--- src/rtl/csa_pkg.sv ---
// Shared definitions for the sequential wide adder built around c_select16bit.
package csa_pkg;

    localparam int CHUNK_W = 16;

    typedef enum logic [1:0] {
        IDLE,
        RUN,
        DONE
    } csa_seq_state_t;

    function automatic int chunks(input int width);
        return width / CHUNK_W;
    endfunction

endpackage

--- src/rtl/c_select16bit.sv ---
// 16-bit carry-select adder: four 4-bit blocks, each precomputed for carry-in 0 and 1.
module c_select16bit (
    input  logic [15:0] a,
    input  logic [15:0] b,
    input  logic        cin,
    output logic [15:0] sum,
    output logic        cout
);

    logic [4:0]      c;
    logic [3:0][3:0] s0;
    logic [3:0][3:0] s1;
    logic [3:0]      co0;
    logic [3:0]      co1;

    assign c[0] = cin;

    for (genvar g = 0; g < 4; g++) begin : g_blk
        assign {co0[g], s0[g]} = {1'b0, a[4*g +: 4]} + {1'b0, b[4*g +: 4]};
        assign {co1[g], s1[g]} = {1'b0, a[4*g +: 4]} + {1'b0, b[4*g +: 4]} + 5'd1;
        assign sum[4*g +: 4]   = c[g] ? s1[g] : s0[g];
        assign c[g+1]          = c[g] ? co1[g] : co0[g];
    end

    assign cout = c[4];

endmodule

--- src/rtl/csa_wide_seq_adder.sv ---
// Sequential WIDTH-bit adder: one 16-bit chunk per cycle through c_select16bit, LSB chunk first.
// Optional signed-overflow output ovf enabled by defining CSA_SEQ_OVERFLOW_EN.
module csa_wide_seq_adder
    import csa_pkg::*;
#(
    parameter int WIDTH = 64
) (
    input  logic             clk,
    input  logic             rst,
    input  logic             in_valid,
    output logic             in_ready,
    input  logic [WIDTH-1:0] a,
    input  logic [WIDTH-1:0] b,
    input  logic             cin,
    output logic             out_valid,
    input  logic             out_ready,
    output logic [WIDTH-1:0] sum,
    output logic             cout,
`ifdef CSA_SEQ_OVERFLOW_EN
    output logic             ovf,
`endif
    output logic             busy
);

    localparam int NCHUNK = chunks(WIDTH);
    localparam int IDX_W  = $clog2(NCHUNK) + 1;

    if ((WIDTH % CHUNK_W) != 0 || WIDTH < CHUNK_W) begin : g_bad_width
        $error("csa_wide_seq_adder: WIDTH must be a positive multiple of 16");
    end

    csa_seq_state_t   state_q, state_d;
    logic [WIDTH-1:0] a_sh_q, a_sh_d;
    logic [WIDTH-1:0] b_sh_q, b_sh_d;
    logic [WIDTH-1:0] s_acc_q, s_acc_d;
    logic [WIDTH-1:0] sum_q, sum_d;
    logic [IDX_W-1:0] idx_q, idx_d;
    logic             c_reg_q, c_reg_d;
    logic             cout_q, cout_d;
`ifdef CSA_SEQ_OVERFLOW_EN
    logic             ovf_q, ovf_d;
`endif

    logic [15:0]      add_sum;
    logic             add_cout;
    logic             last_chunk;
    logic [WIDTH-1:0] s_acc_next;

    c_select16bit u_chunk (
        .a    (a_sh_q[15:0]),
        .b    (b_sh_q[15:0]),
        .cin  (c_reg_q),
        .sum  (add_sum),
        .cout (add_cout)
    );

    assign last_chunk = (idx_q == IDX_W'(NCHUNK - 1));
    // Shift the new chunk in at the top; the concat form also covers WIDTH == 16.
    assign s_acc_next = WIDTH'({add_sum, s_acc_q} >> CHUNK_W);

    always_ff @(posedge clk) begin
        if (rst) state_q <= IDLE;
        else     state_q <= state_d;
    end

    always_comb begin
        state_d = state_q;
        case (state_q)
            IDLE:    if (in_valid)   state_d = RUN;
            RUN:     if (last_chunk) state_d = DONE;
            DONE:    if (out_ready)  state_d = IDLE;
            default:                 state_d = IDLE;
        endcase
    end

    always_comb begin
        a_sh_d  = a_sh_q;
        b_sh_d  = b_sh_q;
        s_acc_d = s_acc_q;
        sum_d   = sum_q;
        idx_d   = idx_q;
        c_reg_d = c_reg_q;
        cout_d  = cout_q;
`ifdef CSA_SEQ_OVERFLOW_EN
        ovf_d   = ovf_q;
`endif
        case (state_q)
            IDLE: begin
                if (in_valid) begin
                    a_sh_d  = a;
                    b_sh_d  = b;
                    c_reg_d = cin;
                    idx_d   = '0;
                end
            end
            RUN: begin
                a_sh_d  = a_sh_q >> CHUNK_W;
                b_sh_d  = b_sh_q >> CHUNK_W;
                s_acc_d = s_acc_next;
                c_reg_d = add_cout;
                idx_d   = idx_q + IDX_W'(1);
                if (last_chunk) begin
                    sum_d  = s_acc_next;
                    cout_d = add_cout;
`ifdef CSA_SEQ_OVERFLOW_EN
                    // Carry into the MSB recovered from the top bit's sum identity.
                    ovf_d  = a_sh_q[15] ^ b_sh_q[15] ^ add_sum[15] ^ add_cout;
`endif
                end
            end
            default: ;
        endcase
    end

    always_ff @(posedge clk) begin
        if (rst) begin
            a_sh_q  <= '0;
            b_sh_q  <= '0;
            s_acc_q <= '0;
            sum_q   <= '0;
            idx_q   <= '0;
            c_reg_q <= 1'b0;
            cout_q  <= 1'b0;
`ifdef CSA_SEQ_OVERFLOW_EN
            ovf_q   <= 1'b0;
`endif
        end else begin
            a_sh_q  <= a_sh_d;
            b_sh_q  <= b_sh_d;
            s_acc_q <= s_acc_d;
            sum_q   <= sum_d;
            idx_q   <= idx_d;
            c_reg_q <= c_reg_d;
            cout_q  <= cout_d;
`ifdef CSA_SEQ_OVERFLOW_EN
            ovf_q   <= ovf_d;
`endif
        end
    end

    always_comb begin
        in_ready  = (state_q == IDLE);
        out_valid = (state_q == DONE);
        busy      = (state_q != IDLE);
        sum       = sum_q;
        cout      = cout_q;
`ifdef CSA_SEQ_OVERFLOW_EN
        ovf       = ovf_q;
`endif
    end

endmodule

--- config.mk ---
export PLATFORM = sky130hd
export DESIGN_NAME = csa_wide_seq_adder
export DESIGN_NICKNAME = d
export VERILOG_FILES = /design/src/rtl/csa_pkg.sv /design/src/rtl/c_select16bit.sv /design/src/rtl/csa_wide_seq_adder.sv
export SDC_FILE = /design/constraint.sdc
export NUM_CORES = 1
export LEC_CHECK = 0
export BUFFER_PORTS_ARGS = -buffer_cell sky130_fd_sc_hd__buf_2
export CAP_MARGIN = 5
export CORE_ASPECT_RATIO = 0.75
export CORE_MARGIN = 10
export CORE_UTILIZATION = 54
export CTS_CLUSTER_SIZE = 14
export DETAILED_ROUTE_END_ITERATION = 8
export PLACE_DENSITY = 0.8
export SKIP_CTS_REPAIR_TIMING = 1
export SLEW_MARGIN = 15
export SYNTH_ARGS = -nofsm -noshare
export SYNTH_HDL_FRONTEND = slang
export SYNTH_SLANG_ARGS = --single-unit
--- constraint.sdc ---
create_clock -name clk -period 6.9 [get_ports clk]
set_input_delay 1.38 -clock clk [delete_from_list [all_inputs] [get_ports clk]]
set_output_delay 1.38 -clock clk [all_outputs]
set_load 0.01 [all_outputs]
==> results.toml <==
[hold_path]
hold_end = "sum[15]"
hold_start = "s_acc_q[31]"
hold-path-cell-count = 2
hold_path_class = "reg2reg"

[logic_synthesis]
syn-num-nets = 1631
ys_async_sr_fraction = 0
netlist_instances = 1472
ys_seq_area_frac = 0.4481
ys.flop_type = "dfxtp_1"
ys_ff_latch = 247
yosys.area.top_type = "dfxtp_1"
synth_cell_types = 49
syn_area_per_cell_um2 = 7.497
yosysTopAreaCellShare = 0.4481
netlist_area_mm2 = 0.01104
synth.yosys.warnings = 0
synth_area_leaders = "dfxtp_1 (45%), nor2_1 (12%), a21oi_1 (8.4%)"
synth_edf_count = 0

[clock_network]
cts_sinks = 247
clk_path_buf_depth = 3
worstSkewPairLatency_ps = 520
clk_pin_slew_worst_paths_ps = 70
cts_buffers = 24
htree_levels = 1
cts-root-buf = "clkbuf_16"
cts_tree = "yes"

[detailed_routing]
totalWireLength_um = 30410
final_antenna_net_count = 0
wire_per_inst_um = 16.30
routed_via_density = 5.438
vias = 10150
drt_iter0_drc = 1036
drtPass1Iterations = 5
drc = 0

[setup_path]
crit_type = "reg2reg"
r2r-start = "b_sh_q[0]"
crit_arrival_ps = 4040
r2r_slack_ps = 3270
end_kind = "flop"
critPathMaxFanout = 8
r2r_end = "sum[63]"
crit_path_start_kind = "flop"
rr_worst_depth = 13
crit_required_ps = 7310

[sta]
fin_crit_ps = 3634
drv_slew = 0
grt_setup_unrepaired = "no"
max_freq_mhz = 275.2
min_period_over_period = 0.5266
fin_setup_tns_ps = 0
finalSetupViolations = 0
hold_viol = 0
maxSlewHeadroom = 0.2848
final.setup_skew_ps = 14.21
worst_pin_slew_ps = 1069

[place]
port_buffers = 200
dp.cells = 1821
gp_congestion = 0.8627
hpwlAfterDp_um = 20780

[cells_and_area]
drive_gt1_frac = 0.1655
area_delta_synth_final_pct = 16.63
mostFrequentLayoutCell = "nor2_1"
stdcell_count = 1866
final_cell_mix = "nor2_1 (358), dfxtp_1 (245), buf_2 (198), a21oi_1 (186), nand2_1 (174)"
fin_nets = 1748

[grt]
antenna_found_initial = 1
grt_use_total = 0.2239
grt_max_degree = 141
grt_pass1_vias = 9674
gr-total-overflow = 0
grt_pass1_wl_um = 49280

[pwr]
pwr-share-clk = 0.403
power.density_mw_per_mm2 = 269.9
power_frac_seq = 0.452
pwr-share-comb = 0.145
power_switching_uw = 910.0
peakVddDrop_mv = 0.1576
leakage_nw = 5.573
internal_power_mw = 2.565
p_sw_frac = 0.2619

[floorplan]
rows = 45
fp.dieH_um = 143.8
fp.dieArea_mm2 = 0.02661
die_x_um = 185.1
boundaryPins = 201
design.core.area_mm2 = 0.02016
start_util = 0.5475

[flow_run]
cap_violations = 0

[outcome]
run_status = "finished, final reports clean"
[synthesized netlist by cell type (2+ instances only)]
cell type  count
nor2_1       359
dfxtp_1      247
a21oi_1      186
nand2_1      175
clkbuf_1     101
nor2b_1      101
nor3_1        98
a22oi_1       33
a211oi_1      31
ha_1          22
buf_1         16
inv_1         15
xnor2_1       13
nand3_1        7
a21o_1         6
xor2_1         5
fa_1           4
mux2i_1        4
nand2b_1       4
nand3b_1       4
o21ai_0        4
o31ai_1        3
a311o_1        2
a311oi_1       2
and2_1         2
o311ai_0       2
or2_2          2
or3_2          2
xor2_2         2
[logic make-up after synthesis]
kind of cell    after synthesis  share of synthesized area
compound gates              278                     0.1499
flops                       247                     0.4481
fa+ha+maj                    26                    0.03220
simple gates                762                     0.3002
buf+inv                     133                    0.04535
mux                           6                   0.007029
xor+xnor                     20                    0.01723
[flip-flops by register name (all words and copies together) (netlist names)]
signal,cells
c_reg_q,1
cout,1
s_acc_q,48
idx_q,3
a_sh_q,64
state_q,2
sum,64
b_sh_q,64
[area by class of cell]
class	count	area, µm²
fillers	1732	7286
multi-input cells	1092	5609
flip-flops and latches	247	4952
repair buffers	209	1077
clock buffers	35	703.2
well taps	258	322.8
clock inverters	9	147.6
inverters	15	56.30
diodes	1	2.502
[power by group through the flow]
| stage | combinational (mW) | sequential [mW] | clock (mW) |
|---|---|---|---|
| floorplan | 0.375 | 1.58 | 0 |
| global placement | 0.483 | 1.60 | 0 |
| detailed placement | 0.495 | 1.60 | 0 |
| CTS | 0.500 | 1.57 | 1.41 |
| global route | 0.570 | 1.58 | 1.48 |
| finish | 0.504 | 1.57 | 1.40 |
[layer usage]
| layer | vias up | part of all wire | GRT usage |
|---|---|---|---|
| met2 | 310 | 0.45 | 0.3461 |
| met4 | 0 | 0.020 | 0.05333 |
| met5 | - | 0 | 0 |
| met3 | 41 | 0.074 | 0.04541 |
| li1 | 5097 | - | - |
| met1 | 4700 | 0.46 | 0.3127 |
[metrics by stage]
step | util | cell area, µm² | power, mW | setup WS, ps | hold WS, ps
final | 0.6385 | 12870 | 3.475 | 3266 | 444.6
after global routing | 0.6385 | 12870 | 3.633 | 3056 | 467.5
after CTS | 0.6384 | 12870 | 3.482 | 3278 | 445.6
after detailed placement | 0.5962 | 12020 | 2.096 | 2948 | 442.8
after global placement | 0.5962 | 12020 | 2.082 | 2944 | 440.2
after floorplan | - | 11040 | 1.950 | 3591 | 432.1
[worst max-delay path, stage by stage (launching register included)]
cell and delay, ps:
dfxtp_1 360, ha_1 170, inv_1 50, fa_1 530
inv_1 60, ha_1 200, nand2_1 100, nor3_1 50
mux2_4 300, mux2i_4 270, mux2i_1 380, o211ai_4 180
or4_1 580, a311oi_1 300
[worst max path at each step]
| stage | slack (ps) | end | cells past startpoint | startpoint |
|---|---|---|---|---|
| floorplan | 3590 | s_acc_q[63] | 13 | a_sh_q[0] |
| global placement | 2940 | c_reg_q | 7 | in_valid |
| detailed placement | 2950 | c_reg_q | 7 | in_valid |
| CTS | 3280 | sum[63] | 13 | b_sh_q[0] |
| global route | 3060 | sum[63] | 13 | a_sh_q[0] |
| finish | 3270 | sum[63] | 13 | b_sh_q[0] |
Note: power is estimated with default switching activity, not from simulation.
